<file path="src/rtl/n101_sram_arb_if.sv">
// Command/response channel between one bus master and the SRAM arbiter.
// A master drives the command and response-ready signals. The arbiter drives the grant and the response.
interface n101_sram_arb_if #(
    parameter int AW = 32,
    parameter int DW = 32,
    parameter int MW = 4
);
    logic          cmd_valid;
    logic          cmd_ready;
    logic [AW-1:0] cmd_addr;
    logic          cmd_read;
    logic [DW-1:0] cmd_wdata;
    logic [MW-1:0] cmd_wmask;
    logic          rsp_valid;
    logic          rsp_ready;
    logic [DW-1:0] rsp_rdata;
    logic          rsp_err;

    modport master (
        output cmd_valid, cmd_addr, cmd_read, cmd_wdata, cmd_wmask, rsp_ready,
        input  cmd_ready, rsp_valid, rsp_rdata, rsp_err
    );

    modport slave (
        input  cmd_valid, cmd_addr, cmd_read, cmd_wdata, cmd_wmask, rsp_ready,
        output cmd_ready, rsp_valid, rsp_rdata, rsp_err
    );
endinterface

</file>
<file path="src/rtl/n101_sram_arb.sv">
// Round-robin arbiter/sequencer for one single-port SRAM with one-cycle read latency.
// It accepts at most one access per cycle and keeps a one-entry hold register for response backpressure.
module n101_sram_arb #(
    parameter int DP  = 512,
    parameter int AW  = 32,
    parameter int RAW = 9,
    parameter int DW  = 32,
    parameter int MW  = 4
) (
    input  logic           clk,
    input  logic           rst,
    n101_sram_arb_if.slave p0,
    n101_sram_arb_if.slave p1,
    output logic           ram_cs,
    output logic           ram_we,
    output logic [MW-1:0]  ram_wem,
    output logic [RAW-1:0] ram_addr,
    output logic [DW-1:0]  ram_din,
    input  logic [DW-1:0]  ram_dout
);

    localparam logic [1:0] ST_IDLE = 2'd0;
    localparam logic [1:0] ST_RSP  = 2'd1;
    localparam logic [1:0] ST_HOLD = 2'd2;

    // Bits [1:0] of a byte address never change which side of this limit the address falls on.
    localparam logic [AW-1:0] ADDR_LIMIT = AW'(DP) << 2;

    logic [1:0]    state_r;
    logic          own_r;
    logic          rd_r;
    logic          err_r;
    logic          rr_r;
    logic [DW-1:0] hold_r;

    logic          owner_ready;
    logic          can_issue;
    logic          gnt0;
    logic          gnt1;
    logic          gnt;
    logic          oob;
    logic          rsp_active;
    logic [AW-1:0] sel_addr;
    logic          sel_read;
    logic [DW-1:0] sel_wdata;
    logic [MW-1:0] sel_wmask;
    logic [DW-1:0] rsp_data;

    always_comb begin
        owner_ready = own_r ? p1.rsp_ready : p0.rsp_ready;
        // NOTE: the async reset only clears registers. The combinational grant path needs rst as well,
        // so no grant, no response and no RAM access appear while rst is high.
        can_issue   = !rst && (state_r == ST_IDLE || owner_ready);

        gnt0 = can_issue && p0.cmd_valid && (!p1.cmd_valid || !rr_r);
        gnt1 = can_issue && p1.cmd_valid && (!p0.cmd_valid ||  rr_r);
        gnt  = gnt0 || gnt1;

        sel_addr  = gnt1 ? p1.cmd_addr  : p0.cmd_addr;
        sel_read  = gnt1 ? p1.cmd_read  : p0.cmd_read;
        sel_wdata = gnt1 ? p1.cmd_wdata : p0.cmd_wdata;
        sel_wmask = gnt1 ? p1.cmd_wmask : p0.cmd_wmask;
        oob       = sel_addr >= ADDR_LIMIT;

        ram_cs   = gnt && !oob;
        ram_we   = ram_cs && !sel_read;
        ram_wem  = ram_we ? sel_wmask : '0;
        ram_addr = sel_addr[RAW+1:2];
        ram_din  = sel_wdata;

        rsp_active = !rst && (state_r != ST_IDLE);
        if (state_r == ST_HOLD) begin
            rsp_data = hold_r;
        end else if (rd_r && !err_r) begin
            rsp_data = ram_dout;
        end else begin
            rsp_data = '0;
        end
    end

    assign p0.cmd_ready = gnt0;
    assign p1.cmd_ready = gnt1;

    assign p0.rsp_valid = rsp_active && !own_r;
    assign p1.rsp_valid = rsp_active &&  own_r;
    assign p0.rsp_rdata = own_r ? '0 : rsp_data;
    assign p1.rsp_rdata = own_r ? rsp_data : '0;
    assign p0.rsp_err   = rsp_active && !own_r && err_r;
    assign p1.rsp_err   = rsp_active &&  own_r && err_r;

    // NOTE: sequential state uses non-blocking assignments only. This keeps every register sampling
    // its inputs from before the clock edge.
    always_ff @(posedge clk or posedge rst) begin
        if (rst) begin
            state_r <= ST_IDLE;
            own_r   <= 1'b0;
            rd_r    <= 1'b0;
            err_r   <= 1'b0;
            rr_r    <= 1'b0;
            hold_r  <= '0;
        end else begin
            if (gnt) begin
                state_r <= ST_RSP;
                own_r   <= gnt1;
                rd_r    <= sel_read;
                err_r   <= oob;
            end else if (state_r == ST_RSP && !owner_ready) begin
                // Capture now, because ram_dout is only guaranteed for the cycle after the read.
                state_r <= ST_HOLD;
                hold_r  <= rsp_data;
            end else if (state_r != ST_IDLE && owner_ready) begin
                state_r <= ST_IDLE;
            end

            if (gnt && p0.cmd_valid && p1.cmd_valid) begin
                rr_r <= gnt0;
            end
        end
    end

endmodule

</file>
<file path="src/flat_wrapper.sv">
// flat-port wrapper written by rule: the top's interface ports become plain ports
module n101_sram_arb_flat 
#(
    parameter int DP  = 512,
    parameter int AW  = 32,
    parameter int RAW = 9,
    parameter int DW  = 32,
    parameter int MW  = 4
)
  (clk, rst, ram_cs, ram_we, ram_wem, ram_addr, ram_din, ram_dout, p0_cmd_valid, p0_cmd_addr, p0_cmd_read, p0_cmd_wdata, p0_cmd_wmask, p0_rsp_ready, p0_cmd_ready, p0_rsp_valid, p0_rsp_rdata, p0_rsp_err, p1_cmd_valid, p1_cmd_addr, p1_cmd_read, p1_cmd_wdata, p1_cmd_wmask, p1_rsp_ready, p1_cmd_ready, p1_rsp_valid, p1_rsp_rdata, p1_rsp_err);
  n101_sram_arb_if #(.AW(AW), .DW(DW), .MW(MW)) p0_i ();
  n101_sram_arb_if #(.AW(AW), .DW(DW), .MW(MW)) p1_i ();
  input  logic clk;
  input  logic rst;
  output logic ram_cs;
  output logic ram_we;
  output logic [MW-1:0] ram_wem;
  output logic [RAW-1:0] ram_addr;
  output logic [DW-1:0] ram_din;
  input  logic [DW-1:0] ram_dout;
  input wire logic [$bits(p0_i.cmd_valid)-1:0] p0_cmd_valid;
  input wire logic [$bits(p0_i.cmd_addr)-1:0] p0_cmd_addr;
  input wire logic [$bits(p0_i.cmd_read)-1:0] p0_cmd_read;
  input wire logic [$bits(p0_i.cmd_wdata)-1:0] p0_cmd_wdata;
  input wire logic [$bits(p0_i.cmd_wmask)-1:0] p0_cmd_wmask;
  input wire logic [$bits(p0_i.rsp_ready)-1:0] p0_rsp_ready;
  output wire logic [$bits(p0_i.cmd_ready)-1:0] p0_cmd_ready;
  output wire logic [$bits(p0_i.rsp_valid)-1:0] p0_rsp_valid;
  output wire logic [$bits(p0_i.rsp_rdata)-1:0] p0_rsp_rdata;
  output wire logic [$bits(p0_i.rsp_err)-1:0] p0_rsp_err;
  input wire logic [$bits(p1_i.cmd_valid)-1:0] p1_cmd_valid;
  input wire logic [$bits(p1_i.cmd_addr)-1:0] p1_cmd_addr;
  input wire logic [$bits(p1_i.cmd_read)-1:0] p1_cmd_read;
  input wire logic [$bits(p1_i.cmd_wdata)-1:0] p1_cmd_wdata;
  input wire logic [$bits(p1_i.cmd_wmask)-1:0] p1_cmd_wmask;
  input wire logic [$bits(p1_i.rsp_ready)-1:0] p1_rsp_ready;
  output wire logic [$bits(p1_i.cmd_ready)-1:0] p1_cmd_ready;
  output wire logic [$bits(p1_i.rsp_valid)-1:0] p1_rsp_valid;
  output wire logic [$bits(p1_i.rsp_rdata)-1:0] p1_rsp_rdata;
  output wire logic [$bits(p1_i.rsp_err)-1:0] p1_rsp_err;
  assign p0_i.cmd_valid = p0_cmd_valid;
  assign p0_i.cmd_addr = p0_cmd_addr;
  assign p0_i.cmd_read = p0_cmd_read;
  assign p0_i.cmd_wdata = p0_cmd_wdata;
  assign p0_i.cmd_wmask = p0_cmd_wmask;
  assign p0_i.rsp_ready = p0_rsp_ready;
  assign p0_cmd_ready = p0_i.cmd_ready;
  assign p0_rsp_valid = p0_i.rsp_valid;
  assign p0_rsp_rdata = p0_i.rsp_rdata;
  assign p0_rsp_err = p0_i.rsp_err;
  assign p1_i.cmd_valid = p1_cmd_valid;
  assign p1_i.cmd_addr = p1_cmd_addr;
  assign p1_i.cmd_read = p1_cmd_read;
  assign p1_i.cmd_wdata = p1_cmd_wdata;
  assign p1_i.cmd_wmask = p1_cmd_wmask;
  assign p1_i.rsp_ready = p1_rsp_ready;
  assign p1_cmd_ready = p1_i.cmd_ready;
  assign p1_rsp_valid = p1_i.rsp_valid;
  assign p1_rsp_rdata = p1_i.rsp_rdata;
  assign p1_rsp_err = p1_i.rsp_err;
  n101_sram_arb #(.DP(DP), .AW(AW), .RAW(RAW), .DW(DW), .MW(MW)) u_core (.clk(clk), .rst(rst), .p0(p0_i), .p1(p1_i), .ram_cs(ram_cs), .ram_we(ram_we), .ram_wem(ram_wem), .ram_addr(ram_addr), .ram_din(ram_din), .ram_dout(ram_dout));
endmodule
</file>
<file path="config.mk">
export PLATFORM = sky130hd
export DESIGN_NAME = n101_sram_arb_flat
export DESIGN_NICKNAME = d
export VERILOG_FILES = /design/src/rtl/n101_sram_arb_if.sv /design/src/rtl/n101_sram_arb.sv /design/src/flat_wrapper.sv
export SDC_FILE = /design/constraint.sdc
export NUM_CORES = 1
export LEC_CHECK = 0
export ABC_CLOCK_PERIOD_IN_PS = 2600
export CAP_MARGIN = 10
export CORE_MARGIN = 8
export CORE_UTILIZATION = 27
export CTS_BUF_LIST = sky130_fd_sc_hd__clkbuf_4 sky130_fd_sc_hd__clkbuf_8
export DETAILED_ROUTE_END_ITERATION = 12
export GPL_TIMING_DRIVEN = 0
export HOLD_SLACK_MARGIN = 0.15
export PLACE_DENSITY = 0.77
export SLEW_MARGIN = 5
export SYNTH_ARGS = -nofsm -noshare
export SYNTH_HDL_FRONTEND = slang
export SYNTH_SLANG_ARGS = --single-unit
</file>
<file path="constraint.sdc">
create_clock -name clk -period 2.6 [get_ports clk]
set_clock_uncertainty 0.05 [all_clocks]
set_input_delay 0.26 -clock clk [delete_from_list [all_inputs] [get_ports clk]]
set_output_delay 0.26 -clock clk [all_outputs]
set_load 0.01 [all_outputs]
</file>
# Word level (Yosys, flattened, before mapping)
# Index checks and enable logic that the tools add are counted.
# op_classes
magnitude_cmp,1
shift,0
n_mux,13
addsub,0
bitwise_logic,1
n_mul,0
eq_ne,2
n_div,0
n_reduce_logical,34
# op_table
cell,n
$mux W32,6
$ge A32 B12 Y1 const B,1
$logic_and A1 B1 Y1,17
$logic_not A1 Y1,9
$mux W4,2
$mux W2,3
$logic_or A1 B1 Y1,4
$reduce_bool A3 Y1,1
$eq A2 B1 Y1 const B,1
$eq A2 B2 Y1 const B,1
$logic_not A2 Y1,1
$mux W1,2
$reduce_and A2 Y1,1
$reduce_bool A2 Y1,1
$not A1 Y1,1
# word_totals
out_inout_bits,117
romBits,0
wordCells,57
mem_count,0
ff_bits,38
latch_bits,0
input_bits,176
ramBits,0

# Logic depth before layout (Yosys ltp)
# depth
word_depth,11
ltp_mapped,7
depth_no_buf,4

# Worst setup path after synthesis
# OpenSTA, ideal clock, no wires.
# synth_path
path_type,in2out
startpoint,input port rst
endpoint,output port ram_addr[4]
arrival_time_ps,2305
path_slack_ps,-15
n_path_buf,2
cell_stages,5
t_required_ps,2290
path_cell_list,clkinv_1 > o2111ai_2 > buf_4 > buf_4 > mux2_1
# synth_between
elab_chain_cells,5
# synth_rtl
item,line_no,source
"start, declared",flat_wrapper.sv:14,input logic rst;
$logic_not A1 Y1,n101_sram_arb.sv:53,can_issue = !rst && (state_r == ST_IDLE || owner_ready);
$logic_and A1 B1 Y1,n101_sram_arb.sv:53,
$logic_and A1 B1 Y1 (2 in series),n101_sram_arb.sv:56,gnt1 = can_issue && p1.cmd_valid && (!p0.cmd_valid || rr_r);
$mux W32,n101_sram_arb.sv:59,sel_addr = gnt1 ? p1.cmd_addr : p0.cmd_addr;
"end, declared",flat_wrapper.sv:18,output logic [RAW-1:0] ram_addr;
# No other way between the ends.

# Final worst setup path
# layout_path
startpoint,register u_core.own_r
endpoint,output port ram_din[8]
# layout_between
elab_chain_cells,6
# layout_rtl
item,line_no,source
"start, declared",n101_sram_arb.sv:30,logic own_r;
"start signal, assigned",n101_sram_arb.sv:104,own_r <= gnt1;
$mux W1,n101_sram_arb.sv:50,owner_ready = own_r ? p1.rsp_ready : p0.rsp_ready;
$logic_or A1 B1 Y1,n101_sram_arb.sv:53,
$logic_and A1 B1 Y1,n101_sram_arb.sv:53,
$logic_and A1 B1 Y1 (2 in series),n101_sram_arb.sv:56,
$mux W32,n101_sram_arb.sv:61,sel_wdata = gnt1 ? p1.cmd_wdata : p0.cmd_wdata;
"end, declared",flat_wrapper.sv:19,output logic [DW-1:0] ram_din;
# No other way between the ends.

==> run_summary.xml <==
<?xml version="1.0" encoding="UTF-8"?>
<metrics>
  <group name="hold_path">
    <metric name="hold_path_class" unit="">in -&gt; async</metric>
  </group>
  <group name="logic_synthesis">
    <metric name="ys_seq_area_share" unit="%">32.7</metric>
    <metric name="synth_area_per_cell" unit="um^2">8.11</metric>
    <metric name="synth_nets" unit="">535</metric>
    <metric name="synthDistinctLibCells" unit="">33</metric>
    <metric name="mapped_area" unit="um^2">2910</metric>
    <metric name="syn_inst" unit="">359</metric>
    <metric name="yosys_warnings" unit="">0</metric>
    <metric name="synth.ff_latch_count" unit="">38</metric>
  </group>
  <group name="floorplan">
    <metric name="dieHeight" unit="um">120</metric>
    <metric name="floorplan.initialDensity" unit="%">27.2</metric>
    <metric name="row_count" unit="">38</metric>
    <metric name="ioPinCount" unit="">293</metric>
    <metric name="fp.dieArea" unit="um^2">14400</metric>
    <metric name="die-width" unit="um">120</metric>
    <metric name="design.core.area" unit="um^2">10700</metric>
  </group>
  <group name="setup_path">
    <metric name="ff2ff_setup_slack" unit="ns">0.63</metric>
    <metric name="crit_fanout" unit="">5</metric>
    <metric name="timing.setup.critical_path_class" unit="">reg -&gt; out</metric>
    <metric name="r2r_end" unit="">u_core.rd_r</metric>
    <metric name="arrival" unit="ns">2.27</metric>
    <metric name="critical_path.n_buffers_inverters" unit="">3</metric>
    <metric name="crit_chain" unit="">mux2_4, o2111ai_4, buf_4, buf_6, mux2_1, dlygate4sd2_1</metric>
    <metric name="crit-reg2reg-launch" unit="">u_core.own_r</metric>
    <metric name="maximum_cell_stage_delay_along_the_critical_path" unit="ns">0.42</metric>
    <metric name="timing.critical_path.to_type" unit="">primary output</metric>
    <metric name="ff2ff_path_depth" unit="">5</metric>
    <metric name="cp_slowest_cell" unit="">sky130_fd_sc_hd__dfrtp_2</metric>
    <metric name="critical_path_required" unit="ns">2.29</metric>
    <metric name="worst_setup_path_start_kind" unit="">flop</metric>
    <metric name="cp-startpoint" unit="">u_core.own_r</metric>
    <metric name="cpLargestDelayFamily" unit="">multiplexers</metric>
  </group>
  <group name="sta">
    <metric name="fmax" unit="MHz">388</metric>
    <metric name="slew_at_the_pin_closest_to_its_max_slew_limit" unit="ns">0.548</metric>
    <metric name="finalHoldWorstSlack" unit="ns">0.182</metric>
    <metric name="layout_worst_path_cycle_share" unit="%">99.2</metric>
    <metric name="finalCriticalPeriod" unit="ns">2.58</metric>
    <metric name="finalHoldViolations" unit="">0</metric>
    <metric name="drv_slew" unit="">0</metric>
    <metric name="worst_case_setup_margin_in_the_final_layout" unit="ns">0.0213</metric>
    <metric name="timing.max_slew.rel_slack" unit="%">63.5</metric>
    <metric name="setup_viol" unit="">0</metric>
    <metric name="grt_setup_unrepaired" unit="">true</metric>
  </group>
  <group name="power">
    <metric name="comb_power_share" unit="%">50.8</metric>
    <metric name="totalPowerFinal" unit="uW">2660</metric>
    <metric name="total_leakage_power" unit="uW">0.00293</metric>
    <metric name="power_switching_share" unit="%">35.5</metric>
    <metric name="sequentialPowerShare" unit="%">26.1</metric>
    <metric name="power_density" unit="nW/um^2">427</metric>
    <metric name="power_frac_clock" unit="%">23.0</metric>
    <metric name="psw" unit="uW">947</metric>
    <metric name="internal_power" unit="uW">1720</metric>
    <metric name="ir_drop" unit="V">0.000284</metric>
  </group>
  <group name="clocking">
    <metric name="tritoncts.num_buffers" unit="">5</metric>
    <metric name="root_buffer" unit="">sky130_fd_sc_hd__clkbuf_8</metric>
    <metric name="clock_tree_from_tritoncts" unit="">done</metric>
    <metric name="cts_htree_levels" unit="">2</metric>
    <metric name="clkLatencyLatePin" unit="ns">0.29</metric>
    <metric name="clkSlewWorstSetupHoldPaths" unit="ns">0.08</metric>
    <metric name="cts_max_path_buffers" unit="">2</metric>
    <metric name="clk_sink_count" unit="">38</metric>
  </group>
  <group name="detailed_routing">
    <metric name="drc_errors" unit="">0</metric>
    <metric name="vias_per_cell" unit="">4.86</metric>
    <metric name="drt-total-wl" unit="um">17000</metric>
    <metric name="detail_route.iter0.violations" unit="">162</metric>
    <metric name="drt_pass1_iterations" unit="">4</metric>
    <metric name="via_count" unit="">3915</metric>
    <metric name="ant_nets" unit="">0</metric>
    <metric name="wire_per_inst" unit="um">21.0</metric>
  </group>
  <group name="grt">
    <metric name="gr-total-overflow" unit="">0</metric>
    <metric name="grt_max_degree" unit="">21</metric>
    <metric name="groute.usage.overall" unit="%">22.2</metric>
    <metric name="grt_antenna_before_repair" unit="">0</metric>
    <metric name="first_pass_grt_wire_length" unit="um">24900</metric>
    <metric name="first_global_vias" unit="">4095</metric>
  </group>
  <group name="placed_design">
    <metric name="placement.cell_area" unit="um^2">5970</metric>
    <metric name="post-place-ws" unit="ns">-1.02</metric>
    <metric name="place.gp.congestion" unit="">0.935</metric>
    <metric name="hpwl_detailed" unit="um">14000</metric>
    <metric name="total_of_buffers_placed_on_input_and_output_ports" unit="">288</metric>
  </group>
  <group name="cells_and_area">
    <metric name="num-nets-final" unit="">841</metric>
    <metric name="most_common_cell_after_layout_fill_and_taps_aside" unit="">sky130_fd_sc_hd__clkdlybuf4s50_1</metric>
    <metric name="antenna_cells_inserted" unit="">0</metric>
    <metric name="stdcell_area" unit="um^2">6240</metric>
    <metric name="layout_common_cells" unit="">sky130_fd_sc_hd__clkdlybuf4s50_1 (198), sky130_fd_sc_hd__nand2_1 (70), sky130_fd_sc_hd__nor2_1 (36), sky130_fd_sc_hd__dfrtp_1 (36)</metric>
    <metric name="areaGrowthSynthToFinish" unit="%">114</metric>
    <metric name="drive_above_1_share" unit="%">13.5</metric>
    <metric name="final.fill_count" unit="">980</metric>
    <metric name="post_route_utilization" unit="%">58.3</metric>
  </group>
  <group name="job">
    <metric name="max-cap-violations" unit="">0</metric>
  </group>
  <group name="outcome">
    <metric name="outcome" unit="">finished clean</metric>
  </group>
</metrics>
[power groups by stage]
stage	registers, uW	logic, uW	clock network (uW)
6_report	696	1350	613
5_1_grt	701	1450	648
4_1_cts	689	1330	622
3_5_place_dp	704	1290	0
3_3_place_gp	700	1270	0
2_1_floorplan	692	601	0
[metal layers]
metal | track usage, % | vias up | share of wire [%]
met3 | 5.97 | 19 | 7.7
met4 | 5.31 | 0 | 1.9
met1 | 24.8 | 1861 | 39
met2 | 40.9 | 179 | 51
met5 | 0 | - | 0
li1 | - | 1856 | -
[state kept, by name, summed over array words and instances, names as in the netlist]
| name | cells |
|---|---|
| u_core.hold_r | 32 |
| u_core.state_r | 2 |
| u_core.err_r | 1 |
| u_core.own_r | 1 |
| u_core.rd_r | 1 |
| u_core.rr_r | 1 |
[cells by family (layout without fill, tap and decap cells)]
group           count (synthesis)  count (layout)  share of synthesized area (%)
flops                          38              38                           32.7
mux                            49              49                           18.9
xor+xnor                        1               1                          0.301
compound gates                 73              73                           17.1
buf+inv                        34             341                           5.16
simple gates                  164             164                           25.9
[Yosys cell counts (all sizes together)]
| cell | count | area share [%] |
|---|---|---|
| clkbuf | 20 | 2.6 |
| a31o | 1 | 0.30 |
| nor2b | 33 | 7.1 |
| a22oi | 32 | 8.3 |
| nor2 | 37 | 4.8 |
| nand2 | 70 | 9.0 |
| a21oi | 1 | 0.17 |
| a211oi | 4 | 1.7 |
| mux2i | 5 | 1.7 |
| or3 | 2 | 0.43 |
| nand2b | 1 | 0.22 |
| o2111ai | 2 | 0.82 |
| nand3b | 1 | 0.26 |
| mux2 | 44 | 17 |
| nand3 | 1 | 0.17 |
| xor2 | 1 | 0.30 |
| and2 | 2 | 0.43 |
| inv | 2 | 0.26 |
| nand4 | 2 | 0.43 |
| nor4 | 8 | 1.7 |
| nor3b | 2 | 0.52 |
| dfrtp | 38 | 33 |
| buf | 11 | 2.2 |
| clkinv | 1 | 0.13 |
| nor3 | 5 | 0.86 |
| o211a | 1 | 0.34 |
| o21ai | 32 | 5.5 |
[layout make-up]
type	instances	area, um^2	area share, %
timing repair buffer	301	2880	46.2
multi-input combinational	287	1890	30.3
sequential	38	953	15.3
tap	140	175	2.81
buffer	28	173	2.77
clock buffer	5	68.8	1.10
clock inverter	3	68.8	1.10
inverter	3	23.8	0.381
timing repair inverter	1	8.76	0.140
[how the worst max path moves through the flow]
stage,depth (start not counted),end,slack [ns]
finish,6,ram_din[8],0.02
floorplan,5,ram_addr[4],0.56
detailed placement,8,ram_wem[3],-1.02
global placement,7,ram_addr[6],-0.96
CTS,6,ram_cs,-0.18
global route,6,ram_din[9],-0.04
[repair_timing]
| item | CTS | global route |
|---|---|---|
| hold endpoints to repair | 0 | 0 |
| buffers inserted | 9 | 3 |
| gates resized for setup | 185 | 47 |
| hold buffers | 0 | 0 |
| cloned | 2 | 0 |
| setup endpoints to repair | 113 | 68 |
| pin swaps | 1 | 1 |
[metrics by stage]
step	TNS, ns	instances
5_1_grt	-0.307	806
6_report	0	806
4_1_cts	-0.461	804
2_1_floorplan	0	359
3_3_place_gp	-46.93	787
3_5_place_dp	-50.49	787
No activity file was read; power rests on OpenSTA's default activity.
